==> config.mk <==
export PLATFORM = sky130hd
export DESIGN_NAME = bus_xfer_ctrl
export DESIGN_NICKNAME = d
export VERILOG_FILES = /design/src/rtl/bus_xfer_ctrl.sv
export SDC_FILE = /design/constraint.sdc
export NUM_CORES = 1
export LEC_CHECK = 0
export ABC_AREA = 1
export BUFFER_PORTS_ARGS = -buffer_cell sky130_fd_sc_hd__buf_2
export CAP_MARGIN = 5
export CORE_MARGIN = 5
export CORE_UTILIZATION = 30
export DETAILED_ROUTE_END_ITERATION = 8
export MAX_ROUTING_LAYER = met4
export SLEW_MARGIN = 30
export SYNTH_ARGS = -nofsm -noshare
export SYNTH_HDL_FRONTEND = slang
export SYNTH_SLANG_ARGS = --single-unit
==> constraint.sdc <==
create_clock -name clk -period 1.7 [get_ports clk]
set_input_delay 0.425 -clock clk [delete_from_list [all_inputs] [get_ports clk]]
set_output_delay 0.425 -clock clk [all_outputs]
set_load 0.01 [all_outputs]
==> src/rtl/bus_xfer_ctrl.sv <==
// Register-transfer bus controller: drives the bus mux select and one-hot destination loads,
// inserting a RAM read strobe plus MEM_WAIT idle cycles for memory sources. Macro BUS_XFER_CHECK_EN enables illegal-code checking.
module bus_xfer_ctrl #(
    parameter int unsigned MEM_WAIT = 2,
    parameter logic [7:0]  RST_SEL  = 8'd1
) (
    input  logic        clk,
    input  logic        rst_n,
    input  logic        req_valid,
    output logic        req_ready,
    input  logic [7:0]  req_src,
    input  logic [3:0]  req_dst,
    output logic [7:0]  bus_sel,
    output logic [11:0] ld_en,
    output logic        mem_rd,
    output logic        done,
    output logic        busy,
    output logic        err
);

    localparam int unsigned NUM_REG = 12;
    localparam logic [3:0]  WAIT_LOAD = 4'(MEM_WAIT);
    localparam logic [7:0]  MAX_SRC = 8'(NUM_REG - 1);
    localparam logic [3:0]  MAX_DST = 4'(NUM_REG - 1);

    typedef enum logic [1:0] {
        IDLE,
        MEM_RD,
        WAIT,
        XFER
    } state_t;

    state_t      state, state_next;
    logic [3:0]  cnt, cnt_next;
    logic [3:0]  dst, dst_next;
    logic        bad, bad_next;
    logic [7:0]  sel_next;
    logic [11:0] ld_next;
    logic        accept, illegal, rd_next, done_next, xfer_next;

    assign accept = req_valid && (state == IDLE);

`ifdef BUS_XFER_CHECK_EN
    assign illegal = (req_src > MAX_SRC) || (req_dst > MAX_DST);
`else
    assign illegal = 1'b0;
`endif

    // Next-state and next-output decode; outputs are registered from these values.
    always_comb begin
        state_next = state;
        cnt_next   = cnt;
        dst_next   = dst;
        bad_next   = bad;
        sel_next   = bus_sel;
        case (state)
            IDLE: begin
                if (accept) begin
                    dst_next = req_dst;
                    bad_next = illegal;
                    if (illegal) begin
                        state_next = XFER;
                    end else begin
                        sel_next   = req_src;
                        state_next = (req_src < 8'd2) ? MEM_RD : XFER;
                    end
                end
            end
            MEM_RD: begin
                if (WAIT_LOAD != 4'd0) begin
                    state_next = WAIT;
                    cnt_next   = WAIT_LOAD;
                end else begin
                    state_next = XFER;
                end
            end
            WAIT: begin
                cnt_next = cnt - 4'd1;
                if (cnt <= 4'd1) state_next = XFER;
            end
            XFER: begin
                state_next = IDLE;
                bad_next   = 1'b0;
            end
            default: state_next = IDLE;
        endcase

        rd_next   = (state == IDLE) && (state_next == MEM_RD);
        xfer_next = (state_next == XFER);
        done_next = xfer_next && !bad_next;
        ld_next   = 12'h000;
        if (done_next && (dst_next <= MAX_DST)) ld_next = 12'(12'h001 << dst_next);
    end

    always_ff @(posedge clk or negedge rst_n) begin
        if (!rst_n) begin
            state     <= IDLE;
            cnt       <= 4'd0;
            dst       <= 4'd0;
            bad       <= 1'b0;
            bus_sel   <= RST_SEL;
            ld_en     <= 12'h000;
            mem_rd    <= 1'b0;
            done      <= 1'b0;
            busy      <= 1'b0;
            req_ready <= 1'b1;
        end else begin
            state     <= state_next;
            cnt       <= cnt_next;
            dst       <= dst_next;
            bad       <= bad_next;
            bus_sel   <= sel_next;
            ld_en     <= ld_next;
            mem_rd    <= rd_next;
            done      <= done_next;
            busy      <= (state_next != IDLE);
            req_ready <= (state_next == IDLE);
        end
    end

`ifdef BUS_XFER_CHECK_EN
    // Illegal requests ride through XFER with loads suppressed and err raised instead.
    always_ff @(posedge clk or negedge rst_n) begin
        if (!rst_n) err <= 1'b0;
        else        err <= xfer_next && bad_next;
    end
`else
    assign err = 1'b0;
`endif

endmodule

# Word-level counts from Yosys, hierarchy flattened
# Cells that the tools add are included.
[word_totals]
register_bits = 35
in_bits = 15
[classes]
addsub = 1
order_cmp = 3
n_eq_ne = 5
shift = 1
mux = 10
reduce_logical = 10
[op_table]
columns = ["op", "count"]
rows = [
  ["$mux W12", 1],
  ["$shl A1 B4 Y12 const A", 1],
  ["$lt A8 B2 Y1 const B", 1],
  ["$mux W4", 2],
  ["$pmux W2 S4", 1],
  ["$pmux W4 S2", 1],
  ["$eq A2 B2 Y1 const B", 3],
  ["$mux W2", 3],
  ["$eq A2 B1 Y1 const B", 2],
  ["$le A4 B1 Y1 const B", 1],
  ["$le A4 B4 Y1 const B", 1],
  ["$logic_and A1 B1 Y1", 4],
  ["$logic_not A2 Y1", 2],
  ["$reduce_bool A2 Y1", 2],
  ["$sub A4 B1 Y4 const B", 1],
  ["$pmux W1 S2", 1],
  ["$reduce_and A2 Y1", 1],
  ["$logic_not A1 Y1", 1],
  ["$mux W1", 1],
]

# Depth between registers and ports, before layout
# Gate-level depths: netlist (run 1).
[depth]
ltp_word = 8
ltp_mapped = 11
depth_no_buf = 10

# Worst setup path before layout (run 1)
# Ideal clock, no wire load.
[synth_path]
kind = "register to register"
start = "register state[0]"
end = "register ld_en[10]"
setup_time_ns = 0.116
arrival_time_ns = 1.451
setup_slack_ns = 0.133
stages_incl_launch_ff = 11
path_buffers = 1
path_cell_list = "dfrtp_1 -> inv_1 -> ha_1 -> nand2_4 -> nor2_1 -> nand4_1 -> nand2_1 -> nand2_1 -> nand2_1 -> buf_4 -> nor2_1"
[synth_between]
elab_chain_len = 8
[synth_rtl]
columns = ["item", "line", "rtl"]
rows = [
  ["start: declaration", "33", "state_t state, state_next;"],
  ["start signal: assignment", "108", "state <= state_next;"],
  ["$logic_not A2 Y1", "41, 56", ""],
  ["$logic_and A1 B1 Y1", "41", "assign accept = req_valid && (state == IDLE);"],
  ["$mux W2", "58", "if (accept) begin"],
  ["$pmux W2 S4 *", "56", "case (state)"],
  ["via state_next[1]", "33", ""],
  ["$eq A2 B2 Y1 *", "89", "xfer_next = (state_next == XFER);"],
  ["$logic_and A1 B1 Y1 *", "90", "done_next = xfer_next && !bad_next;"],
  ["$logic_and A1 B1 Y1 *", "92", "if (done_next && (dst_next <= MAX_DST)) ld_next = 12'(12'h001 << dst_next);"],
  ["$mux W12 *", "92", ""],
  ["via ld_next[10]", "38", "logic [11:0] ld_next;"],
  ["end signal: assignment", "113", "ld_en <= ld_next;"],
  ["end: declaration", "14", "output logic [11:0] ld_en,"],
]
# Mark *: on every way through the listed nets, which the timed path passes. The rest lies on a longest branch.
# A chain may end at the register's enable or synchronous reset.

# Final worst setup path (run 1)
[layout_path]
start = "register state[0]"
end = "register ld_en[8]"
# Same word-level chain as after synthesis.

==> results.json, run 1 <==
{
  "switchingPower_mw": 1.309,
  "worstHoldPathType": "input pin to asynchronous set/reset pin",
  "number_of_antenna_violations_at_the_first_check_in_global_routing": 0,
  "synthXorXnorAreaFrac": 0.005868,
  "chip_width_um": 80.54,
  "synth-compound-area-share": 0.06035,
  "dr_total_vias": 1126,
  "synth_enable_flop_cells": 0,
  "insertedDiodeCount": 0,
  "hold_slack_ns": 0.1648,
  "grt_pass1_vias": 1168,
  "cts_buffers": 5,
  "r2r_start": "state[0]",
  "final.period_utilization": 0.9296,
  "tritoncts": "done",
  "synth_largest_type_area_fraction": 0.5532,
  "groute.usage.overall": 0.1078,
  "grt.overflow.total": 0,
  "leakagePower_nw": 1.011,
  "design.die.area_sq_um": 6486,
  "power.share.switching": 0.3801,
  "status": "complete, no violations",
  "placer_congestion_estimate": 0.8055,
  "fp.coreArea_sq_um": 4786,
  "post_synthesis_average_cell_area_sq_um": 10.09,
  "time_the_final_worst_path_needs_with_i_o_delays_and_setup_ns": 1.580,
  "worst-endpoint-required_ns": 1.91,
  "drc": 0,
  "clockRootBuffer": "sky130_fd_sc_hd__clkbuf_8",
  "worstSkewPairLatency_ns": 0.28,
  "cp-end-kind": "register",
  "clkPwrFrac": 0.192,
  "synthesis.nets": 168,
  "report.final.slew_viol_count": 0,
  "nets": 217,
  "synth_top_family_by_area": "simple AND/OR/NAND/NOR gates",
  "die-height_um": 80.54,
  "rsz_0062_raised_after_global_routing": "false",
  "cts.reportedPaths.clkPinSlew_ns": 0.07,
  "grt_first_pass_wirelength_mm": 5.181,
  "yosys_warnings": 0,
  "io-pin-count": 40,
  "syn-cell-area_sq_um": 1493,
  "synth_flop_cell": "sky130_fd_sc_hd__dfrtp_1",
  "synth_adder_area_share": 0.04191,
  "power_density_nw_per_um2": 1759,
  "comb_power_share": 0.456,
  "ant_nets": 0,
  "viasPerCell": 4.249,
  "grt_start_max_net_pins": 36,
  "drv_cap": 0,
  "p_int_mw": 2.135,
  "finalWirelength_mm": 3.001,
  "synth_simple_gate_area_frac": 0.1777,
  "cts_max_level": 2,
  "initial_utilization": 0.3119,
  "post-cts-setup-buffer-count": 0,
  "final_hold_viol_count": 0,
  "detail_route.wl_per_cell_um": 11.32,
  "power_frac_seq": 0.352,
  "clk_path_buf_depth": 2,
  "crit_path_start_kind": "register",
  "setup_viol_count_final": 0,
  "synth_area_leader_cell": "sky130_fd_sc_hd__dfrtp_1",
  "critical_register_to_register_path_endpoint": "ld_en[8]",
  "cts.sink_count": 35,
  "post-dp-hpwl_mm": 2.240,
  "timing.critical_path.fanout_max": 13,
  "postSynth.asyncResetShare": 1.000,
  "post_synth_mux_area_share": 0.05281,
  "critPathArrivalTime_ns": 1.79,
  "final_layout_size_suffix_gt1_frac": 0.3990,
  "core.rowCount": 25,
  "critical_path_class": "register to register",
  "detailedRoute.firstIterationViolations": 36,
  "netlist_top_cells_area": "sky130_fd_sc_hd__dfrtp_1 55%, sky130_fd_sc_hd__nor2_1 6.5%, sky130_fd_sc_hd__nand2_1 5.5%",
  "number_of_buffers_added_on_ports": 38,
  "timing.fmax_ghz": 0.6328,
  "synth_seq_cells": 35,
  "r2r_slack_ns": 0.12,
  "totalNegativeSetupSlack_ns": 0,
  "area_delta_synth_final_pct": 31.18,
  "irDropWorstVdd_mv": 0.9618,
  "r2r.worst_path.cells": 10,
  "drt_first_pass_iters": 4,
  "proportion_of_synthesized_chip_area_in_sequential_cells": 0.5884,
  "yosys.cell_types.count": 27,
  "fin_skew_ns": 0.002578,
  "syn-instance-count": 148
}
-- critical path, stage by stage (launching register included) --
cell	delay, ns
sky130_fd_sc_hd__dfrtp_1	0.38
sky130_fd_sc_hd__inv_2	0.08
sky130_fd_sc_hd__buf_4	0.13
sky130_fd_sc_hd__ha_1	0.20
sky130_fd_sc_hd__inv_1	0.07
sky130_fd_sc_hd__a21oi_1	0.12
sky130_fd_sc_hd__nand2_1	0.07
sky130_fd_sc_hd__nand2_1	0.11
sky130_fd_sc_hd__nand2_1	0.11
sky130_fd_sc_hd__buf_12	0.15
sky130_fd_sc_hd__nor2_1	0.09
-- layout by cell type, fill, tap and decap left out --
cell / Yosys / layout
sky130_fd_sc_hd__clkinvlp_4: 0 / 1
sky130_fd_sc_hd__and3_1: 1 / 1
sky130_fd_sc_hd__a31oi_1: 1 / 1
sky130_fd_sc_hd__dfrtp_1: 33 / 33
sky130_fd_sc_hd__xor2_1: 1 / 1
sky130_fd_sc_hd__a211oi_1: 1 / 1
sky130_fd_sc_hd__dfstp_2: 2 / 2
sky130_fd_sc_hd__nand3_1: 9 / 9
sky130_fd_sc_hd__conb_1: 1 / 1
sky130_fd_sc_hd__nand2_8: 0 / 1
sky130_fd_sc_hd__clkbuf_8: 0 / 7
sky130_fd_sc_hd__o21ai_4: 1 / 2
sky130_fd_sc_hd__a21boi_1: 0 / 1
sky130_fd_sc_hd__nand2_1: 22 / 22
sky130_fd_sc_hd__nor2_2: 1 / 5
sky130_fd_sc_hd__ha_4: 0 / 1
sky130_fd_sc_hd__buf_4: 2 / 7
sky130_fd_sc_hd__nor3_2: 1 / 1
sky130_fd_sc_hd__a21oi_1: 5 / 5
sky130_fd_sc_hd__o21ai_0: 1 / 1
sky130_fd_sc_hd__o21ai_2: 2 / 2
sky130_fd_sc_hd__nor2_1: 26 / 22
sky130_fd_sc_hd__inv_1: 19 / 17
sky130_fd_sc_hd__inv_2: 1 / 3
sky130_fd_sc_hd__ha_1: 5 / 3
sky130_fd_sc_hd__buf_2: 0 / 38
sky130_fd_sc_hd__nand4_1: 1 / 1
sky130_fd_sc_hd__mux2_2: 7 / 7
sky130_fd_sc_hd__ha_2: 0 / 1
sky130_fd_sc_hd__buf_12: 0 / 1
-- worst max-delay path by stage --
stage,startpoint,end,slack [ns],cells after the start
after floorplan,state[0],ld_en[10],0.13,10
after global placement,state[1],ld_en[0],0.10,8
after detailed placement,state[1],ld_en[0],0.07,9
after CTS,state[1],ld_en[1],0.04,8
after global routing,state[0],ld_en[0],0.009,10
final,state[0],ld_en[8],0.12,10
-- state kept, by name, summed over array words and instances, names as in the netlist --
register	count
bad	1
bus_sel	8
busy	1
cnt	4
done	1
dst	4
ld_en	12
mem_rd	1
req_ready	1
state	2
-- final cells by class --
class | instances | area, sq um
clock inverters | 1 | 7.507
clock buffers | 7 | 96.34
fillers | 495 | 2828
well taps | 67 | 83.83
inverters | 20 | 75.07
multi-input cells | 89 | 554.3
flip-flops and latches | 35 | 878.3
repair buffers | 46 | 262.8
-- routing by layer --
layer	routed length [um]	GRT usage	up-vias
met5	0	-	-
met4	46	0.04054	0
met3	214	0.04260	5
met2	1381	0.1656	26
met1	1359	0.1275	540
li1	-	-	555
-- cells in the mapped netlist, drive strengths merged (2+ instances only) --
| cell | number |
|---|---|
| a21oi | 5 |
| ha | 5 |
| mux2 | 7 |
| buf | 3 |
| nor2 | 27 |
| o21ai | 5 |
| nand3 | 9 |
| dfrtp | 33 |
| nand2 | 23 |
| inv | 20 |
| dfstp | 2 |
-- stage by stage --
step                cells  power [mW]  setup slack, ns  utilization  instance area, sq um
floorplan             148       2.183           0.1331            -                  1493
global placement      257       2.669           0.1023       0.3780                  1809
detailed placement    257       2.696          0.06527       0.3780                  1809
CTS                   265       3.377          0.04358       0.3997                  1913
global route          265       3.732         0.008893       0.4092                  1958
finish                265       3.444           0.1197       0.4092                  1958
-- power groups by stage --
stage | clock, mW | sequential [mW] | combinational (mW)
2_1_floorplan | 0 | 1.29 | 0.889
3_3_place_gp | 0 | 1.22 | 1.45
3_5_place_dp | 0 | 1.22 | 1.47
4_1_cts | 0.685 | 1.21 | 1.48
5_1_grt | 0.728 | 1.25 | 1.76
6_report | 0.660 | 1.21 | 1.57
-- timing repair --
action                     in CTS  in global routing
hold buffers                    0                  0
resized for setup               0                 13
setup endpoints to repair       0                 14
-- logic make-up (layout without fill, tap and decap cells) --
kind of cell | count (synthesis) | after routing
xor+xnor | 1 | 1
other cells | 1 | 1
fa+ha+maj | 5 | 5
flops | 35 | 35
mux | 7 | 7
compound gates | 13 | 13
buf+inv | 24 | 74
simple gates | 62 | 62
Power figures use the tool's default switching activity.
==> run 2: changes to the inputs <==
--- a/config.mk
+++ b/config.mk
@@ -12,6 +12,7 @@
 export CORE_UTILIZATION = 30
 export DETAILED_ROUTE_END_ITERATION = 8
 export MAX_ROUTING_LAYER = met4
+export REMOVE_ABC_BUFFERS = 1
 export SLEW_MARGIN = 30
 export SYNTH_ARGS = -nofsm -noshare
 export SYNTH_HDL_FRONTEND = slang
==> run 2 against run 1 <==
  * Via count down 5.6%
  * Worst setup slack improved by 0.0013 ns
  * Sequential cell count unchanged
  * Clock power is 16% lower
  * Hold slack better by 0.00081 ns
  * Fmax about the same
  * Highest routed layer unchanged
  * Largest power group unchanged
  * Non-clock buffer count down 1
  * Wire length shrank 5.7%
  * Global-route usage down 0.66 points
==> results.json, run 2 (synthesized netlist as in run 1, its figures left out) <==
{
  "crit_path_start_kind": "register",
  "finalCoreUtilization": 0.3990,
  "groute.usage.overall": 0.1012,
  "detail_route.wl_per_cell_um": 10.72,
  "time_the_final_worst_path_needs_with_i_o_delays_and_setup_ns": 1.579,
  "drt_first_pass_iters": 4,
  "viasPerCell": 4.027,
  "crit_top_cell": "sky130_fd_sc_hd__nand2_1",
  "critical-path-max-stage-delay_ns": 0.37,
  "status": "complete, no violations",
  "place.detailed.instances": 256,
  "nets": 216,
  "top_flop_regs": "ld_en: 12 flops, bus_sel: 8 flops",
  "switchingPower_mw": 1.246,
  "grt_start_max_net_pins": 36,
  "drv_cap": 0,
  "initial_utilization": 0.3119,
  "chip_width_um": 80.54,
  "grt_first_pass_wirelength_mm": 4.836,
  "leakagePower_nw": 0.9961,
  "worst-endpoint-required_ns": 1.91,
  "timing.critical_path.fanout_max": 13,
  "tritoncts": "done",
  "comb_power_share": 0.462,
  "totalNegativeSetupSlack_ns": 0,
  "insertedDiodeCount": 0,
  "p_int_mw": 2.035,
  "hold_slack_ns": 0.1656,
  "worstSkewPairLatency_ns": 0.28,
  "detailedRoute.firstIterationViolations": 27,
  "grt_pass1_vias": 1093,
  "critPathArrivalTime_ns": 1.78,
  "ant_nets": 0,
  "clkPwrFrac": 0.169,
  "number_of_antenna_violations_at_the_first_check_in_global_routing": 0,
  "path_cells": "inv_2, buf_4, ha_1, inv_1, a21oi_1, nand2_1, nand2_1, nand2_1, buf_12, nor2_1",
  "finalNonFillerCells": 264,
  "worstHoldPathType": "input pin to asynchronous set/reset pin",
  "multiInputGateArea_sq_um": 536.8,
  "final_layout_size_suffix_gt1_frac": 0.3756,
  "post-cts-setup-buffer-count": 0,
  "irDropWorstVdd_mv": 0.7507,
  "cts.sink_count": 35,
  "final_common_cell": "sky130_fd_sc_hd__buf_2",
  "io-pin-count": 40,
  "setup_viol_count_final": 0,
  "core.rowCount": 25,
  "rsz_0062_raised_after_global_routing": "false",
  "largest_register_ff_count": 12,
  "timing.critical_path.slowest_stage_cell": "sky130_fd_sc_hd__dfrtp_1",
  "clk_path_buf_depth": 2,
  "area_delta_synth_final_pct": 27.91,
  "report.final.slew_viol_count": 0,
  "number_of_buffers_added_on_ports": 38,
  "final_hold_viol_count": 0,
  "largest-register": "ld_en",
  "critical_path_class": "register to register",
  "fin_skew_ns": 0.006090,
  "sequential_cell_area_sq_um": 878.3,
  "final.period_utilization": 0.9288,
  "clockRootBuffer": "sky130_fd_sc_hd__clkbuf_8",
  "power.share.switching": 0.3797,
  "post-dp-hpwl_mm": 2.135,
  "finalWirelength_mm": 2.829,
  "r2r.worst_path.cells": 10,
  "cp-end-kind": "register",
  "placer_congestion_estimate": 0.7689,
  "cts.reportedPaths.clkPinSlew_ns": 0.07,
  "layout.cells.most_common_list": "38 x sky130_fd_sc_hd__buf_2, 33 x sky130_fd_sc_hd__dfrtp_1, 23 x sky130_fd_sc_hd__nor2_1",
  "design.die.area_sq_um": 6486,
  "grt.overflow.total": 0,
  "cts_max_level": 2,
  "fp.coreArea_sq_um": 4786,
  "power_frac_seq": 0.368,
  "cts_buffers": 5,
  "die-height_um": 80.54,
  "num-fill-cells": 481,
  "dr_total_vias": 1063,
  "power_density_nw_per_um2": 1719,
  "timing.fmax_ghz": 0.6333,
  "drc": 0
}
-- run 2: cell types whose count changed in the layout (fill, tap and decap cells not counted), sizes merged --
cell	previous run	this run
buf	46	45
clkinvlp	1	0
clkbuf	7	8
-- run 2: through the flow --
step,instance area (sq um),power (mW),setup slack (ns)
after detailed placement,1802,2.674,0.04406
after global placement,1802,2.658,0.1104
after CTS,1882,3.248,0.02317
final,1909,3.281,0.1210
after floorplan,1463,2.144,0.04850
after global routing,1909,3.572,0.007553
-- run 2: worst paths after layout --
kind,from,end,slack [ns]
max,state[0],ld_en[11],0.12
min,rst_n,dst[0],0.17
max reg2reg,state[0],ld_en[11],0.12
min reg2reg,bus_sel[4],bus_sel[4],0.50
max in group asynchronous,rst_n,req_ready,1.19
min in group clk,req_src[0],bus_sel[0],0.39
-- run 2: per-layer routing --
layer / GRT usage / vias to the layer above / share of wire / routed length [um]
met4: 0.04561 / 0 / 0.017 / 48
met1: 0.1211 / 477 / 0.44 / 1253
met3: 0.04036 / 5 / 0.082 / 232
met2: 0.1498 / 27 / 0.46 / 1295
li1: - / 554 / - / -
met5: - / - / 0 / 0
-- run 2: what timing repair did --
| item | in CTS | in global routing |
|---|---|---|
| hold buffers | 0 | 0 |
| endpoints found under the setup margin | 0 | 14 |
| resized for setup | 0 | 10 |
| hold endpoints to repair | 0 | 0 |
-- run 2: final cells by class --
class / instances / area share
Inverter: 20 / 0.03932
Multi-Input combinational cell: 89 / 0.2811
Clock buffer: 8 / 0.04194
Timing Repair Buffer: 45 / 0.1337
Sequential cell: 35 / 0.4600
Tap cell: 67 / 0.04391
-- run 2: critical path, delay by kind of cell, from the launching register on --
kind	cells	cell delay, ns
buffers and inverters	4	0.42
and+or+nand+nor	4	0.40
DFF	1	0.37
adders and majority gates	1	0.19
AOI/OAI and AO/OA	1	0.13
-- run 2: power groups by stage --
stage / clock network (mW) / logic, mW / registers [mW]
2_1_floorplan: 0 / 0.850 / 1.29
3_3_place_gp: 0 / 1.44 / 1.22
3_5_place_dp: 0 / 1.45 / 1.22
4_1_cts: 0.584 / 1.46 / 1.21
5_1_grt: 0.622 / 1.71 / 1.24
6_report: 0.556 / 1.52 / 1.21
